$ cat src/rtl/cpu_pkg.sv
// Shared definitions for the 8-bit CPU sequencer slice.
// Holds the FSM state encoding and the step-vector constants.
package cpu_pkg;

    typedef enum logic [1:0] {
        ST_IF  = 2'd0,
        ST_IE  = 2'd1,
        ST_HLT = 2'd2,
        ST_ERR = 2'd3
    } cpu_state_e;

    // Bit position of the first micro-step after a fetch completes.
    localparam int STEP_FIRST_BIT = 0;

endpackage

$ cat src/rtl/cpu_call_stack.sv
// Hardware return-address LIFO for CALL/RET.
// The caller must check full/empty before asserting push/pop.
module cpu_call_stack #(
    parameter int DEPTH = 4,
    parameter int WIDTH = 8
) (
    input  logic             clk,
    input  logic             reset,
    input  logic             push,
    input  logic             pop,
    input  logic [WIDTH-1:0] push_data,
    output logic [WIDTH-1:0] top,
    output logic             full,
    output logic             empty
);

    localparam int SPW  = $clog2(DEPTH + 1);
    localparam int IDXW = (DEPTH > 1) ? $clog2(DEPTH) : 1;

    logic [WIDTH-1:0] mem_r [DEPTH];
    logic [SPW-1:0]   sp_r;
    logic [IDXW-1:0]  wr_idx_s;
    logic [IDXW-1:0]  rd_idx_s;
    logic             full_s;
    logic             empty_s;

    // Pointer decode: next free slot, current top slot, occupancy flags.
    always_comb begin
        wr_idx_s = IDXW'(sp_r);
        rd_idx_s = IDXW'(sp_r - SPW'(1));
        full_s   = (sp_r == SPW'(DEPTH));
        empty_s  = (sp_r == SPW'(0));
        if (empty_s) begin
            top = {WIDTH{1'b0}};
        end else begin
            top = mem_r[rd_idx_s];
        end
    end

    assign full  = full_s;
    assign empty = empty_s;

    // Stack storage and pointer; push wins if both are ever requested.
    always_ff @(posedge clk) begin
        if (reset) begin
            sp_r <= SPW'(0);
            for (int i = 0; i < DEPTH; i++) begin
                mem_r[i] <= {WIDTH{1'b0}};
            end
        end else if (push && !full_s) begin
            mem_r[wr_idx_s] <= push_data;
            sp_r            <= sp_r + SPW'(1);
        end else if (pop && !empty_s) begin
            sp_r <= sp_r - SPW'(1);
        end else begin
            sp_r <= sp_r;
        end
    end

endmodule

$ cat src/rtl/cpu_sequencer.sv
// Fetch/execute sequencer: owns PC, IR, the one-hot micro-step vector and
// the return stack; fetches over a req/ready port and faults on stack misuse.
module cpu_sequencer
    import cpu_pkg::*;
#(
    parameter int INST_WIDTH  = 32,
    parameter int ADDR_WIDTH  = 8,
    parameter int STEPS       = 16,
    parameter int STACK_DEPTH = 4
) (
    input  logic                  clk,
    input  logic                  reset,
    output logic                  mem_req,
    output logic [ADDR_WIDTH-1:0] mem_addr,
    input  logic                  mem_ready,
    input  logic [INST_WIDTH-1:0] mem_rdata,
    input  logic                  inst_condition,
    input  logic                  end_inst,
    input  logic                  jmp_inst,
    input  logic                  call_inst,
    input  logic                  ret_inst,
    input  logic                  hlt_inst,
    input  logic                  resume,
    input  logic [ADDR_WIDTH-1:0] jmp_address,
    output logic [INST_WIDTH-1:0] ir,
    output logic [STEPS-1:0]      steps,
    output logic [ADDR_WIDTH-1:0] pc,
    output logic [1:0]            state,
    output logic                  stack_err
);

    localparam logic [STEPS-1:0] STEP_FIRST = STEPS'(1) << STEP_FIRST_BIT;

    cpu_state_e            state_r;
    cpu_state_e            state_nxt_s;
    logic [ADDR_WIDTH-1:0] pc_r;
    logic [ADDR_WIDTH-1:0] pc_nxt_s;
    logic [ADDR_WIDTH-1:0] pc_inc_s;
    logic [INST_WIDTH-1:0] ir_r;
    logic [INST_WIDTH-1:0] ir_nxt_s;
    logic [STEPS-1:0]      steps_r;
    logic [STEPS-1:0]      steps_nxt_s;
    logic                  stack_err_r;
    logic                  stack_err_nxt_s;
    logic                  mem_req_r;

    logic                  push_s;
    logic                  pop_s;
    logic [ADDR_WIDTH-1:0] top_s;
    logic                  full_s;
    logic                  empty_s;

    cpu_call_stack #(
        .DEPTH (STACK_DEPTH),
        .WIDTH (ADDR_WIDTH)
    ) u_call_stack (
        .clk       (clk),
        .reset     (reset),
        .push      (push_s),
        .pop       (pop_s),
        .push_data (pc_inc_s),
        .top       (top_s),
        .full      (full_s),
        .empty     (empty_s)
    );

    assign pc_inc_s = pc_r + ADDR_WIDTH'(1);

    // Next-state, step and PC decode; stack ops only on end/skip cycles.
    always_comb begin
        state_nxt_s     = state_r;
        pc_nxt_s        = pc_r;
        ir_nxt_s        = ir_r;
        steps_nxt_s     = steps_r;
        stack_err_nxt_s = stack_err_r;
        push_s          = 1'b0;
        pop_s           = 1'b0;
        case (state_r)
            ST_IF: begin
                if (mem_ready) begin
                    ir_nxt_s    = mem_rdata;
                    steps_nxt_s = STEP_FIRST;
                    state_nxt_s = ST_IE;
                end else begin
                    state_nxt_s = ST_IF;
                end
            end
            ST_IE: begin
                if (hlt_inst) begin
                    state_nxt_s = ST_HLT;
                    steps_nxt_s = {STEPS{1'b0}};
                end else if (end_inst || !inst_condition) begin
                    steps_nxt_s = {STEPS{1'b0}};
                    state_nxt_s = ST_IF;
                    if (ret_inst) begin
                        if (empty_s) begin
                            state_nxt_s     = ST_ERR;
                            stack_err_nxt_s = 1'b1;
                        end else begin
                            pc_nxt_s = top_s;
                            pop_s    = 1'b1;
                        end
                    end else if (call_inst) begin
                        if (full_s) begin
                            state_nxt_s     = ST_ERR;
                            stack_err_nxt_s = 1'b1;
                        end else begin
                            pc_nxt_s = jmp_address;
                            push_s   = 1'b1;
                        end
                    end else if (jmp_inst) begin
                        pc_nxt_s = jmp_address;
                    end else begin
                        pc_nxt_s = pc_inc_s;
                    end
                end else begin
                    // No implicit end: the top step wraps back to the first.
                    steps_nxt_s = {steps_r[STEPS-2:0], steps_r[STEPS-1]};
                end
            end
            ST_HLT: begin
                if (resume) begin
                    pc_nxt_s    = pc_inc_s;
                    state_nxt_s = ST_IF;
                end else begin
                    state_nxt_s = ST_HLT;
                end
            end
            ST_ERR: begin
                state_nxt_s = ST_ERR;
            end
            default: begin
                state_nxt_s     = ST_ERR;
                steps_nxt_s     = {STEPS{1'b0}};
                stack_err_nxt_s = 1'b1;
            end
        endcase
    end

    // Architectural registers with synchronous reset.
    always_ff @(posedge clk) begin
        if (reset) begin
            state_r     <= ST_IF;
            pc_r        <= {ADDR_WIDTH{1'b0}};
            ir_r        <= {INST_WIDTH{1'b0}};
            steps_r     <= {STEPS{1'b0}};
            stack_err_r <= 1'b0;
            mem_req_r   <= 1'b1;
        end else begin
            state_r     <= state_nxt_s;
            pc_r        <= pc_nxt_s;
            ir_r        <= ir_nxt_s;
            steps_r     <= steps_nxt_s;
            stack_err_r <= stack_err_nxt_s;
            mem_req_r   <= (state_nxt_s == ST_IF);
        end
    end

    assign mem_req   = mem_req_r;
    assign mem_addr  = pc_r;
    assign ir        = ir_r;
    assign steps     = steps_r;
    assign pc        = pc_r;
    assign state     = state_r;
    assign stack_err = stack_err_r;

endmodule
$ cat config.mk
export PLATFORM = sky130hd
export DESIGN_NAME = cpu_sequencer
export DESIGN_NICKNAME = d
export VERILOG_FILES = /design/src/rtl/cpu_pkg.sv /design/src/rtl/cpu_call_stack.sv /design/src/rtl/cpu_sequencer.sv
export SDC_FILE = /design/constraint.sdc
export NUM_CORES = 1
export LEC_CHECK = 0
export CAP_MARGIN = 20
export CORE_MARGIN = 3
export CORE_UTILIZATION = 51
export DETAILED_ROUTE_END_ITERATION = 8
export PLACE_DENSITY = 0.85
export RECOVER_POWER = 50
export SYNTH_ARGS = -nofsm -noshare
export SYNTH_HDL_FRONTEND = slang
export SYNTH_SLANG_ARGS = --single-unit
export TNS_END_PERCENT = 10
$ cat constraint.sdc
create_clock -name clk -period 8.68 [get_ports clk]
set_input_delay 1.302 -clock clk [delete_from_list [all_inputs] [get_ports clk]]
set_output_delay 1.302 -clock clk [all_outputs]
set_load 0.01 [all_outputs]
Yosys cells after proc, flatten, opt, wreduce, memory -nomap -nowiden
Memories as Yosys holds them, arrays and structs flattened. Cells that the tools add are included.

Add/subtract/negate cells: 3. Equality and inequality tests: 11. Multiplexer cells: 47. Bitwise logic cells: 1. Reduce and logical (&&, ||, !) cells: 19.

Operator list (number): $mux W8 (9); $mux W16 (3); $pmux W16 S2 (1); $mux W1 (22); $mux W2 (8); $pmux W8 S2 (1); $reduce_and A6 Y1 (2); $reduce_bool A2 Y1 (5); $add A8 B1 Y8 const B (1); $ne A2 B2 Y1 const B (4); $pmux W2 S4 (1); $reduce_or A8 Y1 (1); $mux W3 (2); $eq A2 B2 Y1 const B (2); $logic_not A2 Y1 (2); $ne A4 B4 Y1 const B (1); $reduce_and A2 Y1 (2); $add A3 B1 Y3 const B (1); $eq A3 B3 Y1 const B (1); $logic_not A1 Y1 (3); $logic_not A3 Y1 (1); $ne A3 B3 Y1 const B (1); $sub A3 B1 Y3 const B (1); $eq A2 B1 Y1 const B (1); other kinds (4) (5).

Register bits: 63. RAM bits: 32. Input port bits: 50. Output and inout bits: 68. Word-level logic and storage cells: 89. Memories kept: 1.

Memory list: u_call_stack.mem_r (words 4, width 8, read ports 1, clocked after memory_dff 0, write ports 4, RTL line cpu_call_stack.sv:20) `logic [WIDTH-1:0] mem_r [DEPTH];`.

Depth between registers and ports, before layout
Gate-level depths: netlist of the first run.

Depth after elaboration: 13. Gate-level depth with buffers: 10. Gate-level depth less buffers: 7.

Modules after synthesis
From an unflattened synthesis of the first run, not the netlist that was laid out.

Cell total of the unflattened synthesis: 453. Area total of the unflattened synthesis: 4440.5 um^2.

By module, submodules not included: cpu_sequencer (times used 1, cells each 327, area each 2642.5 um^2, sequential area each 1201.2 um^2); cpu_call_stack (times used 1, cells each 126, area each 1798.0 um^2, sequential area each 1021.0 um^2).

Worst setup path before layout of the first run
Ideal clock, no wire load.

Path type: input port to flip-flop. From: input hlt_inst. To: memory u_call_stack.mem_r[2][0] (enable). Setup time: 329 ps. Arrival: 3068 ps. Data required time: 8351 ps. Path slack: 5283 ps. Stages: 8. Path buffers: 3. Cell sequence: or3b_1 -> nand2b_4 -> buf_6 -> or3_4 -> buf_6 -> or3_1 -> buf_2 -> nand2_1.

RTL lines: start: declaration (RTL line cpu_sequencer.sv:22) `input logic hlt_inst,`; end: declaration (RTL line cpu_call_stack.sv:20).

==> results of run 1 <==
-- worst reg2reg max path, delay by kind of cell, from the launching register on --
kind,cells,cell delay (ps)
flip-flops,1,760
AND/OR/NAND/NOR,5,1530
adder cells (fa/ha/maj),1,300
buffers and inverters,1,250
-- cell families (layout without fill, tap and decap cells) --
group,after synthesis,count (layout),share of synthesized area (%)
AND/OR/NAND/NOR,178,178,18.6
flip-flops,95,95,54.0
multiplexers,10,10,4.87
AO/OA/AOI/OAI,92,92,14.3
buffers and inverters,43,145,5.23
adder cells (fa/ha/maj),4,4,1.22
XOR/XNOR,8,8,1.70
-- cell type report --
| class | instances | area, um2 | area share, % |
|---|---|---|---|
| repair buffers | 120 | 1200 | 22.1 |
| well taps | 102 | 128 | 2.35 |
| multi-input cells | 292 | 1670 | 30.9 |
| inverters | 9 | 33.8 | 0.623 |
| clock buffers | 11 | 131 | 2.42 |
| clock inverters | 5 | 35.0 | 0.646 |
| flip-flops and latches | 95 | 2220 | 41.0 |
-- sequential cells by signal, indices dropped and copies added, names as in the netlist --
name and flops:
u_call_stack.mem_r 32, mem_req 1, stack_err 1, ir 32, mem_addr 8, steps 16, u_call_stack.sp_r 3, state 2
-- cells in the mapped netlist, drive strengths merged (3+ instances only) --
cell type,count,area (um2)
dfxtp,63,1260
a211oi,3,22.5
xor2,4,35.0
nand3,6,30.0
inv,9,33.8
o21ai,10,53.8
or3,6,42.5
nand2,80,300
mux4,8,180
ha,4,50.1
nand2b,3,26.3
clkbuf,18,67.6
edfxtp,32,961
nor3,8,40.0
buf,16,114
nor2,61,229
a221oi,4,35.0
xnor2,4,35.0
nor2b,3,18.8
a22oi,15,113
a21oi,41,205
-- through the flow --
| step | cells | worst slack, ps |
|---|---|---|
| finish | 634 | 5000 |
| global route | 634 | 4860 |
| CTS | 633 | 5110 |
| detailed placement | 617 | 4730 |
| global placement | 617 | 4850 |
| floorplan | 430 | 5280 |
-- metal layers --
layer / track usage (%) / share of wire (%)
met5: 0 / 0
met4: 9.95 / 2.3
met3: 6.49 / 9.7
met2: 37.5 / 50
met1: 29.5 / 38
-- where the power goes --
part | internal (W) | leakage (nW) | switching, W
Clock | 0.000105 | 0.0799 | 0.000155
Sequential | 0.000478 | 0.844 | 0.0000127
Combinational | 0.0000625 | 1.14 | 0.0000658
Total | 0.000645 | 2.07 | 0.000233
-- worst max-delay path by stage --
stage,from,to,slack [ps],depth (start not counted)
floorplan,hlt_inst,u_call_stack.mem_r[2][0],5280,8
global placement,ret_inst,u_call_stack.mem_r[1][2],4850,6
detailed placement,ret_inst,u_call_stack.mem_r[1][1],4730,6
global route,ret_inst,u_call_stack.mem_r[2][1],4860,6
CTS,ret_inst,u_call_stack.mem_r[1][1],5110,6
finish,ret_inst,u_call_stack.mem_r[0][1],5000,6
==> out/results.md, run 1 <==
| Group | Quantity | Value |
| --- | --- | --- |
| cells and area | Cell area after layout | 5420 um2 |
| sta | Final setup viols | 0 |
| floorplanning | FP Rows | 32 |
| floorplanning | Core footprint | 7770 um2 |
| sta | Setup_tns | 0 ps |
| worst setup path | Slowest library cell on the worst path | sky130_fd_sc_hd__dlygate4sd3_1 |
| drt | Detail-routed net length per standard cell | 16.9 um |
| grt | Wire length of the first global-routing pass | 16200 um |
| sta | Minimum clock period | 3680 ps |
| worst hold path | Hold path depth | 2 |
| worst setup path | Worst reg2reg path endpoint | u_call_stack.mem_r[0][1] |
| flow run | Max-Cap Viols | 1 |
| run status | Failing checks | capacitance limit, slew limit |
| floorplanning | Die area | 9170 um2 |
| placement | Weighted congestion reported at the end of routability-driven placement | 0.929 |
| power | Leakage component of the power | 2.07 nW |
| grt | Aggregate global-route resource usage | 23.3% |
| cells and area | Fin util | 69.8% |
| grt | Largest net degree at the start of global routing | 64 |
| clock tree | Number of clock buffers inserted by TritonCTS | 9 |
| worst setup path | WP buf/inv | 1 |
| placement | Placed Instance Area | 5240 um2 |
| worst setup path | Data arrival time of the critical path | 3710 ps |
| synth | Sequential cell area fraction in the yosys report | 54.0% |
| grt | Vias in the first global route | 3289 |
| cells and area | Fraction of layout instances using a drive strength above 1 | 6.02% |
| worst setup path | Critical path cell sequence | dlygate4sd3_1 > nor2b_1 > nand2_1 > or3_4 > or3_1 > nand2_1 |
| worst setup path | Cell depth of the worst flop-to-flop path | 7 |
| placement | Hpwl dp | 7750 um |
| synth | Synthesized cell area | 4110 um2 |
| worst hold path | Worst Min Path Start | ir[23] |
| worst setup path | Crit path kind | input port to register |
| drt | Via count | 3534 |
| sta | Fin Hold WS | 455 ps |
| synth | Post-synthesis sequential element count | 95 |
| drt | Count of routing violations after the opening detailed-route iteration | 259 |
| sta | Worst max-slew margin expressed relative to the limit | -2.01% |
| cells and area | Commonest cells after routing, fill and taps aside | sky130_fd_sc_hd__nand2_1, sky130_fd_sc_hd__dlygate4sd3_1, sky130_fd_sc_hd__dfxtp_1 |
| clock tree | Reg clk slew, reported paths | 90 ps |
| power | Power per cell area | 162 nW/um2 |
| worst setup path | Max incr delay on CP | 700 ps |
| grt | Total congestion overflow | 0 |
| grt | Number of antenna violations at the first check in global routing | 0 |
| sta | Part of the cycle the worst path needs | 42.4% |
| cells and area | Layout area overhead | 31.8% |
| synth | Primary FF master, synth | sky130_fd_sc_hd__dfxtp_1 |
| drt | Count of nets left with antenna violations after detail routing | 0 |
| synth | Asr flop ratio synth | 0% |
| synth | Warning count from the yosys run | 0 |
| drt | Final routed wirelength across all metal layers | 10700 um |
| drt | Vias per std cell | 5.57 |
| worst setup path | Setup slack of the worst register-to-register path | 5510 ps |
| sta | Slew Viols, Final | 17 |
| worst setup path | CP Data Required Time | 8710 ps |
| placement | Input/output buffers | 117 |
| worst setup path | Cell type group with the largest total delay on the critical path | simple AND/OR/NAND/NOR gates |
| run status | Status | finished with violations |
| worst hold path | Worst Hold Class | register to register |
| worst setup path | Most frequent CP cell | sky130_fd_sc_hd__nand2_1 |
| power | Post-route total power | 0.000878 W |
| worst setup path | Category of the worst setup path launch point | input port |
| floorplanning | DIE WIDTH | 95.8 um |
| cells and area | Ant. Diodes | 0 |
| sta | Hold violation count in the final report | 0 |
| clock tree | Post-CTS sizing | 0 |
| power | IR drop worst, VDD | 0.113 mV |
| worst hold path | Hold-critical path endpoint | ir[23] |
| cells and area | Leading cell type in the layout, fill and taps excluded | sky130_fd_sc_hd__nand2_1 |
| worst setup path | Maximum fanout count along the critical path | 14 |
| sta | Worst Skew | 12.9 ps |
| worst setup path | Reg2Reg Launch Point | u_call_stack.sp_r[0] |
| floorplanning | Chip Height | 95.8 um |
| floorplanning | # IOs | 118 |
| drt | Remaining DRCs | 0 |
| clock tree | Maximum number of buffers from clock root to sink | 2 |
| synth | Number of distinct library cells after synthesis | 54 |
| sta | Unrepaired setup endpoints after global routing | no |
| cells and area | Filler cells | 571 |
| clock tree | Clock tree from TritonCTS | done |
| clock tree | Post-CTS setup buffer count | 0 |
| synth | EDFF count, synth | 32 |
| sta | Maximum clock rate | 272 MHz |
| drt | Number of detailed-routing iterations run before antenna repair | 5 |
| clock tree | Clock latency at the later pin of the worst-skew pair | 370 ps |
| clock tree | Count of hold-fix buffers inserted at cts | 0 |
| cells and area | Final nets | 581 |
| floorplanning | Effective utilization at floorplan | 52.9% |
| clock tree | Depth of the CTS H-tree | 3 |
| clock tree | Clk root buf | sky130_fd_sc_hd__clkbuf_8 |
| synth | Net count after synthesis | 484 |
| sta | Transition at the pin with the smallest max-transition slack | 1510 ps |
| clock tree | Num Clock Sinks | 95 |
| worst setup path | Type of element capturing the critical path | register |
| synth | Mean area per synthesized cell | 9.56 um2 |
| synth | Mapped Cells | 430 |
No activity file was read; power rests on OpenSTA's default activity.
==> run 2, diff against run 1 <==
--- a/config.mk
+++ b/config.mk
@@ -7,9 +7,9 @@
 export LEC_CHECK = 0
 export CAP_MARGIN = 20
 export CORE_MARGIN = 3
-export CORE_UTILIZATION = 51
+export CORE_UTILIZATION = 43
 export DETAILED_ROUTE_END_ITERATION = 8
-export PLACE_DENSITY = 0.85
+export PLACE_DENSITY = 0.76
 export RECOVER_POWER = 50
 export SYNTH_ARGS = -nofsm -noshare
 export SYNTH_HDL_FRONTEND = slang
==> constraint.sdc (replaced) <==
create_clock -name clk -period 2.95 [get_ports clk]
set_input_delay 0.4425 -clock clk [delete_from_list [all_inputs] [get_ports clk]]
set_output_delay 0.4425 -clock clk [all_outputs]
set_load 0.01 [all_outputs]
==> run 2 against run 1 <==
Effect of this change: the run still ends with capacitance limit, slew limit left; final cell count is 6.5% higher; flip-flop and latch count stayed put; first-iteration DRC count is 8.9% lower; combinational power grew to 3.1 times the previous value; setup slack worse by 4600 ps; largest power group unchanged; highest routed layer unchanged.
==> out/results.md, run 2 (same netlist as run 1, synthesis figures left out) <==
| Group | Quantity | Value | Delta |
| --- | --- | --- | --- |
| run status | Status | finished with violations |  |
| run status | Failing checks | capacitance limit, slew limit |  |
| drt | Remaining DRCs | 0 | unchanged |
| grt | M1 GR Usage | 23.2% | -6.2 points |
| grt | Wire length of the first global-routing pass | 17400 um | +7.2% |
| placement | Weighted congestion reported at the end of routability-driven placement | 0.921 | -0.80% |
| cells and area | Filler cells | 796 | +39% |
| flow run | Max-Cap Viols | 1 | unchanged |
| floorplanning | FP Rows | 35 | +9.4% |
| power | Power per cell area | 484 nW/um2 | +200% |
| sta | Minimum clock period | 2510 ps |  |
| floorplanning | DIE WIDTH | 104 um | +8.3% |
| floorplanning | Die area | 10800 um2 | +17% |
| grt | Most heavily used metal layer in global routing | met2 |  |
| cells and area | Fraction of layout instances using a drive strength above 1 | 7.89% | +1.9 points |
| worst hold path | Worst Hold Class | register to register |  |
| clock tree | Num Clock Sinks | 95 | unchanged |
| sta | Slew Viols, Final | 17 | unchanged |
| power | IR drop worst, VDD | 0.228 mV | +100% |
| clock tree | Post-CTS setup buffer count | 0 | unchanged |
| worst setup path | Critical path cell sequence | clkdlybuf4s50_1 > or3b_1 > nand2b_4 > or3_4 > or3_1 > nand2_1 |  |
| floorplanning | Effective utilization at floorplan | 44.3% | -8.6 points |
| sta | Maximum clock rate | 399 MHz |  |
| sta | Hold violation count in the final report | 0 | unchanged |
| placement | Input/output buffers | 117 | unchanged |
| drt | Number of detailed-routing iterations run before antenna repair | 4 | -1 |
| sta | Worst Skew | 11.3 ps | -1.52 ps |
| worst setup path | Crit path kind | input port to register |  |
| grt | Total congestion overflow | 0 | unchanged |
| cells and area | Layout area overhead | 36.2% |  |
| sta | Final setup viols | 0 | unchanged |
| grt | Number of antenna violations at the first check in global routing | 1 | +1 |
| placement | Hpwl dp | 7830 um | +0.99% |
| grt | Global-route met2 utilization | 34.3% | -3.2 points |
| sta | Unrepaired setup endpoints after global routing | no |  |
| clock tree | Clock latency at the later pin of the worst-skew pair | 350 ps | -20 ps |
| grt | Global routing met3 resource utilization | 5.67% | -0.82 points |
| clock tree | Depth of the CTS H-tree | 3 | unchanged |
| floorplanning | # IOs | 118 | unchanged |
| sta | Transition at the pin with the smallest max-transition slack | 1610 ps | +95.4 ps |
| worst setup path | Type of element capturing the critical path | register |  |
| clock tree | Reg clk slew, reported paths | 90 ps | about the same |
| drt | Count of nets left with antenna violations after detail routing | 0 | unchanged |
| worst setup path | CP Data Required Time | 2970 ps | -5740 ps |
| power | Leakage component of the power | 2.12 nW | +2.5% |
| clock tree | Number of clock buffers inserted by TritonCTS | 9 | unchanged |
| drt | Final routed wirelength across all metal layers | 10600 um | -1.1% |
| drt | Via count | 3536 | +0.057% |
| power | Post-route total power | 0.00271 W | +210% |
| drt | Detail-routed net length per standard cell | 15.7 um | -7.1% |
| sta | Part of the cycle the worst path needs | 85.0% |  |
| cells and area | Leading cell type in the layout, fill and taps excluded | sky130_fd_sc_hd__nand2_1 |  |
| drt | Count of routing violations after the opening detailed-route iteration | 236 | -8.9% |
| clock tree | Post-CTS sizing | 0 | unchanged |
| cells and area | Commonest cells after routing, fill and taps aside | sky130_fd_sc_hd__nand2_1, sky130_fd_sc_hd__clkdlybuf4s50_1, sky130_fd_sc_hd__dfxtp_1 |  |
| worst setup path | Data arrival time of the critical path | 2530 ps | -1180 ps |
| floorplanning | Core footprint | 9280 um2 | +20% |
| sta | Worst max-slew margin expressed relative to the limit | -8.44% | -6.4 points |
| clock tree | Count of hold-fix buffers inserted at cts | 0 | unchanged |
| grt | Aggregate global-route resource usage | 20.1% | -3.2 points |
| worst setup path | Max incr delay on CP | 450 ps | -250 ps |
| grt | Vias in the first global route | 3364 | +2.3% |
| cells and area | Multi-input combinational cell area | 1670 um2 | unchanged |
| clock tree | Clock tree from TritonCTS | done |  |
| clock tree | Clk root buf | sky130_fd_sc_hd__clkbuf_8 |  |
| sta | Setup_tns | 0 ps | unchanged |
| cells and area | Final nets | 595 | +2.4% |
| floorplanning | Chip Height | 104 um | +8.3% |
| drt | Vias per std cell | 5.24 | -6.0% |
| clock tree | Maximum number of buffers from clock root to sink | 2 | unchanged |
| worst setup path | Slowest library cell on the worst path | sky130_fd_sc_hd__clkdlybuf4s50_1 |  |
| worst setup path | Category of the worst setup path launch point | input port |  |
| worst setup path | Maximum fanout count along the critical path | 11 | -3 |
| grt | Largest net degree at the start of global routing | 63 | -1.6% |
| cells and area | FF+latch area | 2220 um2 | unchanged |
## run 2: final cells by class
type                       count  share of cell area, %
tap                          129                   2.88
sequential                    95                   39.7
timing repair buffer         134                   23.3
clock inverter                 4                  0.916
multi-input combinational    292                   29.9
inverter                       9                  0.603
antenna                        1                 0.0447
clock buffer                  11                   2.73
## run 2: power breakdown
group,total (W),internal (W),switching (W)
combinational,0.000395,0.000198,0.000197
sequential,0.00144,0.00141,0.0000343
clock,0.000875,0.000444,0.000431
## run 2: critical path: cells and delay by family
family	cells	cell delay [ps]
buffers and inverters	1	450
and+or+nand+nor	5	1630
## run 2: routing by layer
metal | up-vias | part of all wire (%)
li1 | 1720 | -
met2 | 138 | 51
met4 | 0 | 2.1
met5 | - | 0
met3 | 19 | 7.1
met1 | 1659 | 40
## run 2: path summary, 6_finish.rpt
kind	from	end	cells past startpoint	slack, ps
max	hlt_inst	u_call_stack.mem_r[0][5]	6	440
min	ir[20]	ir[20]	2	450
max reg2reg	state[0]	u_call_stack.mem_r[0][5]	5	510
min reg2reg	ir[20]	ir[20]	2	450
## run 2: metrics by stage
stage               setup slack [ps]  std cells  area [um2]  utilization [%]  hold slack (ps)
finish                           444        675        5600             60.3              454
detailed placement              87.0        658        5380             57.9              447
CTS                              464        673        5580             60.1              459
global placement                 129        658        5380             57.9              441
floorplan                        237        430        4110                -              481
global route                     270        675        5600             60.3              467
==> run 3, diff against run 2 <==
==> constraint.sdc (replaced) <==
create_clock -name clk -period 2.2 [get_ports clk]
set_input_delay 0.33 -clock clk [delete_from_list [all_inputs] [get_ports clk]]
set_output_delay 0.33 -clock clk [all_outputs]
set_load 0.01 [all_outputs]
==> run 3 against run 2 <==
Effect of this change: the flow now finishes without violations; setup slack worse by 410 ps; non-clock buffer count grew 19; register-to-register slack got worse by 420 ps; clock skew rose by 4.0 ps; final cell count grew 2.8%; count of clock-buffer cells in the layout down 1.
==> out/results.md, run 3 (same netlist as run 1, synthesis figures left out) <==
| Group | Quantity | Value | Delta |
| --- | --- | --- | --- |
| placement | Hpwl dp | 8290 um | +5.9% |
| clock tree | Num Clock Sinks | 95 | unchanged |
| worst setup path | Data arrival time of the critical path | 2230 ps | -300 ps |
| power | Sequential group share of total power | 51.6% | -1.6 points |
| grt | Most heavily used metal layer in global routing | met2 |  |
| sta | Transition at the pin with the smallest max-transition slack | 1000 ps | -607 ps |
| power | P_int | 0.00277 W | +35% |
| grt | Wire length of the first global-routing pass | 18000 um | +3.4% |
| power | Power dissipated by switching net loads | 0.000960 W | +45% |
| worst setup path | Type of element capturing the critical path | register |  |
| power | Portion of total power attributed to combinational logic | 14.8% | +0.2 points |
| worst setup path | Start point of the critical path | hlt_inst |  |
| worst setup path | Reg2Reg Launch Point | state[0] |  |
| cells and area | Commonest cells after routing, fill and taps aside | sky130_fd_sc_hd__nand2_1, sky130_fd_sc_hd__clkdlybuf4s50_1, sky130_fd_sc_hd__nor2_1 |  |
| worst hold path | Worst Min Path Start | ir[10] |  |
| worst setup path | Crit path kind | input port to register |  |
| clock tree | Clock tree from TritonCTS | done |  |
| power | Switching part of the total power | 25.7% | +1.3 points |
| drt | Detail-routed net length per standard cell | 15.9 um | +1.5% |
| cells and area | Final nets | 614 | +3.2% |
| grt | Total congestion overflow | 0 | unchanged |
| sta | Setup_tns | 0 ps | unchanged |
| placement | Input/output buffers | 117 | unchanged |
| power | Leakage component of the power | 2.22 nW | +4.8% |
| drt | Vias per std cell | 5.20 | -0.67% |
| cells and area | Ant. Diodes | 0 | -1 |
| grt | Number of antenna violations at the first check in global routing | 0 | -1 |
| cells and area | Leading cell type in the layout, fill and taps excluded | sky130_fd_sc_hd__nand2_1 |  |
| clock tree | Clk root buf | sky130_fd_sc_hd__clkbuf_8 |  |
| drt | Count of routing violations after the opening detailed-route iteration | 250 | +5.9% |
| sta | Hold violation count in the final report | 0 | unchanged |
| cells and area | Layout area overhead | 40.5% |  |
| floorplanning | Die area | 10800 um2 | unchanged |
| grt | Largest net degree at the start of global routing | 62 | -1.6% |
| grt | Vias in the first global route | 3509 | +4.3% |
| run status | Status | completed |  |
| cells and area | Filler cells | 803 | +0.88% |
| sta | Part of the cycle the worst path needs | 98.6% |  |
| grt | Global routing met3 resource utilization | 4.24% | -1.4 points |
| sta | Worst max-slew margin expressed relative to the limit | 32.7% | +41 points |
| floorplanning | Core footprint | 9280 um2 | unchanged |
| clock tree | Number of clock buffers inserted by TritonCTS | 9 | unchanged |
| grt | M1 GR Usage | 25.7% | +2.4 points |
| power | Power per cell area | 646 nW/um2 | +34% |
| grt | Global-route met2 utilization | 35.8% | +1.4 points |
| drt | Final routed wirelength across all metal layers | 11000 um | +4.3% |
| clock tree | Depth of the CTS H-tree | 3 | unchanged |
| sta | Unrepaired setup endpoints after global routing | no |  |
| worst hold path | Worst Hold Class | register to register |  |
| sta | Minimum clock period | 2170 ps |  |
| sta | Maximum clock rate | 461 MHz |  |
| worst setup path | Maximum fanout count along the critical path | 8 | -3 |
| clock tree | Post-CTS setup buffer count | 0 | unchanged |
| sta | Fin Hold WS | 454 ps | +0.294 ps |
| drt | Remaining DRCs | 0 | unchanged |
| sta | Slew Viols, Final | 0 | -17 |
| clock tree | Maximum number of buffers from clock root to sink | 2 | unchanged |
| floorplanning | # IOs | 118 | unchanged |
| clock tree | Clock latency at the later pin of the worst-skew pair | 370 ps | +20 ps |
| power | Fraction of power consumed by the clock network | 33.6% | +1.3 points |
| floorplanning | DIE WIDTH | 104 um | unchanged |
| floorplanning | FP Rows | 35 | unchanged |
| sta | Worst Skew | 15.3 ps | +3.97 ps |
| drt | Count of nets left with antenna violations after detail routing | 0 | unchanged |
| power | IR drop worst, VDD | 0.342 mV | +50% |
| drt | Via count | 3611 | +2.1% |
| cells and area | Fraction of layout instances using a drive strength above 1 | 13.3% | +5.4 points |
| placement | Weighted congestion reported at the end of routability-driven placement | 0.931 | +1.1% |
| clock tree | Reg clk slew, reported paths | 100 ps | about the same |
| drt | Number of detailed-routing iterations run before antenna repair | 4 | unchanged |
| grt | Aggregate global-route resource usage | 20.8% | +0.65 points |
| worst setup path | CP Data Required Time | 2260 ps | -710 ps |
| floorplanning | Chip Height | 104 um | unchanged |
| flow run | Max-Cap Viols | 0 | -1 |
| worst setup path | Category of the worst setup path launch point | input port |  |
| sta | Final setup viols | 0 | unchanged |
| cells and area | Fin util | 62.2% | +1.9 points |
| floorplanning | Effective utilization at floorplan | 44.3% | unchanged |
run 3: path summary, 6_finish.rpt:
| path | depth (start not counted) | slack [ps] | endpoint |
|---|---|---|---|
| setup / recovery | 6 | 30 | u_call_stack.mem_r[1][3] |
| hold reg to reg | 2 | 450 | ir[10] |
| setup reg to reg | 5 | 90 | u_call_stack.mem_r[1][3] |
| hold / removal | 2 | 450 | ir[10] |
run 3: layout make-up:
type                       count  area [um2]  area share, %
tap                          129         161           2.79
multi-input combinational    292        1710           29.6
timing repair buffer         153        1430           24.7
clock buffer                  10         149           2.58
inverter                       9        33.8          0.585
sequential                    95        2230           38.6
clock inverter                 6        70.1           1.21
run 3: through the flow:
stage                     total power, W  std cells  cell area, um2  worst slack, ps
after floorplan                  0.00223        430            4160             -184
final                            0.00373        694            5780             31.2
after CTS                        0.00377        694            5780             36.2
after detailed placement         0.00254        678            5560             -385
after global placement           0.00253        678            5560             -344
after global routing             0.00388        694            5780             2.22
run 3: repair_timing:
| item | in CTS | in global routing |
|---|---|---|
| endpoints found under the setup margin | 8 | 1 |
| hold buffers | 0 | 0 |
| gates resized for setup | 1 | 1 |
run 3: power by group through the flow:
stage,Sequential (W),Clock (W),Combinational [W]
finish,0.00193,0.00125,0.000554
global route,0.00193,0.00134,0.000604
CTS,0.00193,0.00126,0.000577
detailed placement,0.00197,0,0.000575
global placement,0.00197,0,0.000564
floorplan,0.00199,0,0.000239
run 3: worst max-delay path, stage by stage:
cell and delay, ps:
sky130_fd_sc_hd__clkdlybuf4s50_1 430, sky130_fd_sc_hd__or3b_4 390, sky130_fd_sc_hd__nand2b_4 150, sky130_fd_sc_hd__or3_4 350, sky130_fd_sc_hd__or3_1 380, sky130_fd_sc_hd__nand2_2 200
run 3: layer usage:
metal / wire (um) / up-vias / part of all wire (%)
met3: 717 / 18 / 6.5
li1: - / 1756 / -
met4: 213 / 0 / 1.9
met2: 5610 / 146 / 51
met5: 0 / - / 0
met1: 4500 / 1691 / 41
